==> config.mk <==
export PLATFORM = sky130hd
export DESIGN_NAME = clip_serializer
export DESIGN_NICKNAME = d
export VERILOG_FILES = /design/src/rtl/clip_serializer.sv
export SDC_FILE = /design/constraint.sdc
export NUM_CORES = 1
export LEC_CHECK = 0
export ABC_AREA = 1
export BUFFER_PORTS_ARGS = -buffer_cell sky130_fd_sc_hd__buf_2
export CORE_MARGIN = 8
export CORE_UTILIZATION = 45
export DETAILED_ROUTE_END_ITERATION = 12
export PLACE_DENSITY = 0.66
export SLEW_MARGIN = 20
export SYNTH_ARGS = -nofsm -noshare
export SYNTH_HDL_FRONTEND = slang
export SYNTH_SLANG_ARGS = --single-unit
==> constraint.sdc <==
create_clock -name clock -period 3.8 [get_ports clock]
set_clock_uncertainty 0.15 [all_clocks]
set_input_delay 0.76 -clock clock [delete_from_list [all_inputs] [get_ports clock]]
set_output_delay 0.76 -clock clock [all_outputs]
set_load 0.005 [all_outputs]
==> src/rtl/clip_serializer.sv <==
// Clip playback reader: fetches one block of clip memory sample by sample and
// shifts each sample out MSB-first on bit_tick. Optional even-parity bit per
// sample when CLIP_SERIALIZER_PARITY_EN is defined.
module clip_serializer #(
    parameter int unsigned DATA_W   = 8,
    parameter int unsigned ADDR_W   = 14,
    parameter int unsigned CLIP_LEN = 16000
) (
    input  logic              clock,
    input  logic              reset,
    input  logic              seriena,
    input  logic              clipsel,
    input  logic              bit_tick,
    output logic              rd_en,
    output logic [ADDR_W:0]   rd_addr,
    input  logic [DATA_W-1:0] rd_data,
    output logic              serial_out,
    output logic              frame,
    output logic              busy,
    output logic              done
);

`ifdef CLIP_SERIALIZER_PARITY_EN
    localparam int unsigned FRAME_W = DATA_W + 1;
`else
    localparam int unsigned FRAME_W = DATA_W;
`endif
    localparam int unsigned CNT_W = $clog2(DATA_W + 1);
    localparam logic [CNT_W-1:0]  LAST_BIT = CNT_W'(FRAME_W - 1);
    localparam logic [ADDR_W-1:0] LAST_IDX = ADDR_W'(CLIP_LEN - 1);

    typedef enum logic [2:0] {
        S_IDLE,
        S_FETCH,
        S_LOAD,
        S_SHIFT,
        S_HOLD
    } state_e;

    state_e              state_q;
    logic                blk_q;
    logic [ADDR_W-1:0]   idx_q;
    logic [CNT_W-1:0]    bitcnt_q;
    logic [FRAME_W-1:0]  shreg_q;
    logic                rd_en_q;
    logic [ADDR_W:0]     rd_addr_q;
    logic                serial_out_q;
    logic                frame_q;
    logic                busy_q;
    logic                done_q;

    logic [FRAME_W-1:0]  load_bits_c;
    logic                abort_c;

    // Frame contents captured from memory, with the parity bit appended when enabled.
`ifdef CLIP_SERIALIZER_PARITY_EN
    assign load_bits_c = {rd_data, ^rd_data};
`else
    assign load_bits_c = rd_data;
`endif

    assign abort_c = !seriena &&
                     (state_q == S_FETCH || state_q == S_LOAD || state_q == S_SHIFT);

    // Playback FSM; serial_out is updated alongside the shift so the LSB holds through the fetch gap.
    always_ff @(posedge clock) begin
        if (reset) begin
            state_q      <= S_IDLE;
            blk_q        <= 1'b0;
            idx_q        <= '0;
            bitcnt_q     <= '0;
            shreg_q      <= '0;
            rd_en_q      <= 1'b0;
            rd_addr_q    <= '0;
            serial_out_q <= 1'b0;
            frame_q      <= 1'b0;
            busy_q       <= 1'b0;
            done_q       <= 1'b0;
        end else begin
            rd_en_q <= 1'b0;
            done_q  <= 1'b0;
            if (abort_c) begin
                state_q      <= S_IDLE;
                serial_out_q <= 1'b0;
                frame_q      <= 1'b0;
                busy_q       <= 1'b0;
            end else begin
                unique case (state_q)
                    S_IDLE: begin
                        if (seriena) begin
                            blk_q     <= clipsel;
                            idx_q     <= '0;
                            bitcnt_q  <= '0;
                            rd_en_q   <= 1'b1;
                            rd_addr_q <= {clipsel, ADDR_W'(0)};
                            busy_q    <= 1'b1;
                            state_q   <= S_FETCH;
                        end
                    end
                    S_FETCH: begin
                        state_q <= S_LOAD;
                    end
                    S_LOAD: begin
                        shreg_q      <= load_bits_c;
                        bitcnt_q     <= '0;
                        serial_out_q <= load_bits_c[FRAME_W-1];
                        frame_q      <= 1'b1;
                        state_q      <= S_SHIFT;
                    end
                    S_SHIFT: begin
                        if (bit_tick) begin
                            shreg_q  <= shreg_q << 1;
                            bitcnt_q <= bitcnt_q + CNT_W'(1);
                            frame_q  <= 1'b0;
                            if (bitcnt_q == LAST_BIT) begin
                                if (idx_q == LAST_IDX) begin
                                    done_q       <= 1'b1;
                                    busy_q       <= 1'b0;
                                    serial_out_q <= 1'b0;
                                    state_q      <= S_HOLD;
                                end else begin
                                    idx_q     <= idx_q + ADDR_W'(1);
                                    rd_en_q   <= 1'b1;
                                    rd_addr_q <= {blk_q, idx_q + ADDR_W'(1)};
                                    state_q   <= S_FETCH;
                                end
                            end else begin
                                serial_out_q <= shreg_q[FRAME_W-2];
                            end
                        end
                    end
                    S_HOLD: begin
                        if (!seriena) begin
                            state_q <= S_IDLE;
                        end
                    end
                    default: begin
                        state_q <= S_IDLE;
                    end
                endcase
            end
        end
    end

    assign rd_en      = rd_en_q;
    assign rd_addr    = rd_addr_q;
    assign serial_out = serial_out_q;
    assign frame      = frame_q;
    assign busy       = busy_q;
    assign done       = done_q;

endmodule

==> results.sh <==
export IMPL_buf_inv_stages_crit_path=1
export IMPL_ctsLongestPathBuffers=2
export IMPL_setup_worst_path_start="state_q[0]$_SDFFE_PP0P_"
export IMPL_grt_setup_unrepaired="false"
export IMPL_number_of_distinct_library_cells_after_synthesis=29
export IMPL_worst_r2r_startpoint="state_q[0]$_SDFFE_PP0P_"
export IMPL_ys_warn_count=0
export IMPL_synth_seq_cells=35
export IMPL_grt_start_max_net_pins=22
export IMPL_placeableCoreArea_um2=4410
export IMPL_synth_top_area_share=0.336
export IMPL_antenna_found_initial=0
export IMPL_die_h_um=84.0
export IMPL_critical_path_most_common_cell="nand2_1"
export IMPL_avgSynthCellArea_um2=6.51
export IMPL_total_power_w=0.00151
export IMPL_outcome="complete, no violations"
export IMPL_crit_path_max_incr_delay_ns=0.70
export IMPL_synth_top_cells_by_area="dfxtp_1 (34%), nand2_1 (18%), nor2_1 (8.5%), nand3_1 (6.7%), inv_1 (5.9%)"
export IMPL_die_w_um=84.0
export IMPL_timing_fmax_mhz=428
export IMPL_timing_max_cap_violations=0
export IMPL_start_util=0.472
export IMPL_overflow=0
export IMPL_cp_arrival_ns=2.40
export IMPL_ir_worst_vdd_mv=0.274
export IMPL_synthDominantAreaCellType="dfxtp_1"
export IMPL_via_count=2034
export IMPL_critical_path_endpoint_type="flip-flop"
export IMPL_r2r_slack_ns=1.46
export IMPL_post_drt_via_cell_ratio=5.06
export IMPL_drc_errors=0
export IMPL_tritoncts="yes"
export IMPL_pwr_density_cell_nw_per_um2=647
export IMPL_final_min_period_over_clock_period=0.615
export IMPL_clock_tree_htree_level_count=2
export IMPL_ios=33
export IMPL_grt_pass1_vias=1875
export IMPL_cp_cell_sequence="nand2_1, nor2_2, inv_2, nor2_1, nand2_1, nand2_1, nand2_1, a21oi_1"
export IMPL_worst_setup_path_type="flip-flop to flip-flop"
export IMPL_drive_gt1_frac=0.177
export IMPL_synth_fp_nets=335
export IMPL_track_usage=0.143
export IMPL_worst_setup_path_start_kind="flip-flop"
export IMPL_detailedPlacementHpwl_mm=3.78
export IMPL_timing_critical_path_to="serial_out$_SDFFE_PP0P_"
export IMPL_gp_congestion=0.880
export IMPL_reg2reg_depth=8
export IMPL_final_common_cell="nand2_1"
export IMPL_cts_setup_buffers=0
export IMPL_final_cell_mix="nand2_1 (98), nor2_1 (47), dfxtp_1 (35)"
export IMPL_drt_antenna_violating_nets=0
export IMPL_tritoncts_num_buffers=5
export IMPL_timing_final_hold_violations=0
export IMPL_core_rowCount=24
export IMPL_nets=364
export IMPL_areaGrowthSynthToFinish_pct=12.3
export IMPL_cp_depth=8
export IMPL_port_buf_inserts=32
export IMPL_drt_pass1_iterations=4
export IMPL_tns_ns=0
export IMPL_syn_inst=320
export IMPL_worst_hold_slack_ns=0.301
export IMPL_clkLatencyLatePin_ns=0.28
export IMPL_n_antenna_cell=0
export IMPL_routed_wirelength_mm=5.05
export IMPL_critPathSlowestCell="nor2_2"
export IMPL_root_buffer_cell="clkbuf_8"
export IMPL_post_route_util=0.530
export IMPL_yosysSeqAreaShare=0.336
export IMPL_floorplan_die_area_um2=7060
export IMPL_slew_headroom=0.390
export IMPL_min_tclk_post_route_ns=2.34
export IMPL_post_cts_resized=0
export IMPL_worst_slew_pin_slew_ns=0.914
export IMPL_grt_first_pass_wirelength_mm=8.57
export IMPL_nFillCells=446
export IMPL_detail_route_iter0_violations=154
export IMPL_critical_path_required_ns=3.87
export IMPL_r2r_end="serial_out$_SDFFE_PP0P_"
export IMPL_syn_area_um2=2080
export IMPL_wl_per_cell_um=12.6
export IMPL_report_final_setup_viol=0
export IMPL_kind_of_path_behind_the_tightest_hold_check="flip-flop to flip-flop"
export IMPL_clock_sink_count=35
export IMPL_cpLargestDelayFamily="simple AND/OR/NAND/NOR gates"
export IMPL_report_final_slew_viol_count=0
export IMPL_cts_hold_buf=0
export IMPL_power_leakage_nw=1.07
export IMPL_clk_transition_reported_paths_ns=0.07
export IMPL_cp_max_fo=21
## how the worst min path moves through the flow
| stage | startpoint | to | slack (ns) | cells past startpoint |
|---|---|---|---|---|
| after detailed placement | blk_q$_SDFFE_PP0P_ | blk_q$_SDFFE_PP0P_ | 0.30 | 2 |
| after global placement | blk_q$_SDFFE_PP0P_ | blk_q$_SDFFE_PP0P_ | 0.30 | 2 |
| after floorplan | blk_q$_SDFFE_PP0P_ | blk_q$_SDFFE_PP0P_ | 0.27 | 2 |
| after CTS | blk_q$_SDFFE_PP0P_ | blk_q$_SDFFE_PP0P_ | 0.31 | 2 |
| final | blk_q$_SDFFE_PP0P_ | blk_q$_SDFFE_PP0P_ | 0.30 | 2 |
| after global routing | serial_out$_SDFFE_PP0P_ | serial_out$_SDFFE_PP0P_ | 0.34 | 2 |
## Yosys cell counts (all sizes together)
library cell  number
nand4              3
nor2              52
dfxtp             35
a31oi              6
and3               1
or2                1
nand2            103
buf                8
xor2               1
a21oi             17
a21boi             1
nand3             36
o21ai             13
nor3b              1
ha                 2
clkbuf             2
nand3b             3
inv               35
## cell families (layout without fill, tap and decap cells)
logic type,count (synthesis),after routing,synth area share
adders and majority gates,2,2,0.0120
DFF,35,35,0.336
xor gates and xnor gates,1,1,0.00420
and+or+nand+nor,200,200,0.449
AOI/OAI and AO/OA,37,37,0.0937
buffers and inverters,45,75,0.105
## tightest hold or removal path, delay by kind of cell (launching register included)
family,cells,cell delay (ns)
buffers and inverters,1,0.05
flip-flops,1,0.30
AO/OA/AOI/OAI,1,0.05
## where the power goes
group	switching [W]	internal, W
combinational	0.000412	0.000210
clock	0.000135	0.000212
sequential	0.0000835	0.000460
total	0.000631	0.000882
## layer usage
layer	vias up	GRT usage	wire, µm
li1	1074	-	-
met1	901	0.187	2490
met2	52	0.220	2200
met3	7	0.0391	302
met4	0	0.0424	63
met5	-	0	0
## through the flow
step                      std cells  cell area [µm²]  setup slack, ns
after detailed placement        394             2220             1.46
after global placement          394             2220             1.57
after floorplan                 320             2080             1.99
after global routing            402             2340             1.23
final                           402             2340             1.46
after CTS                       402             2340             1.47
## flip-flops by register name, summed over array words and instances (netlist names)
signal and cells:
idx_q 13, shreg_q 7, bitcnt_q 4, state_q 3, rd_addr 2, blk_q 1
busy 1, done 1, frame 1, rd_en 1, serial_out 1
## layout make-up
class	instances	area (µm²)	share of cell area
Clock buffer	6	82.6	0.0353
Clock inverter	2	35.0	0.0150
Inverter	35	131	0.0562
Multi-Input combinational cell	240	1160	0.498
Sequential cell	35	701	0.300
Tap cell	52	65.1	0.0278
Timing Repair Buffer	32	160	0.0685
(Power assumes the default switching activity.)
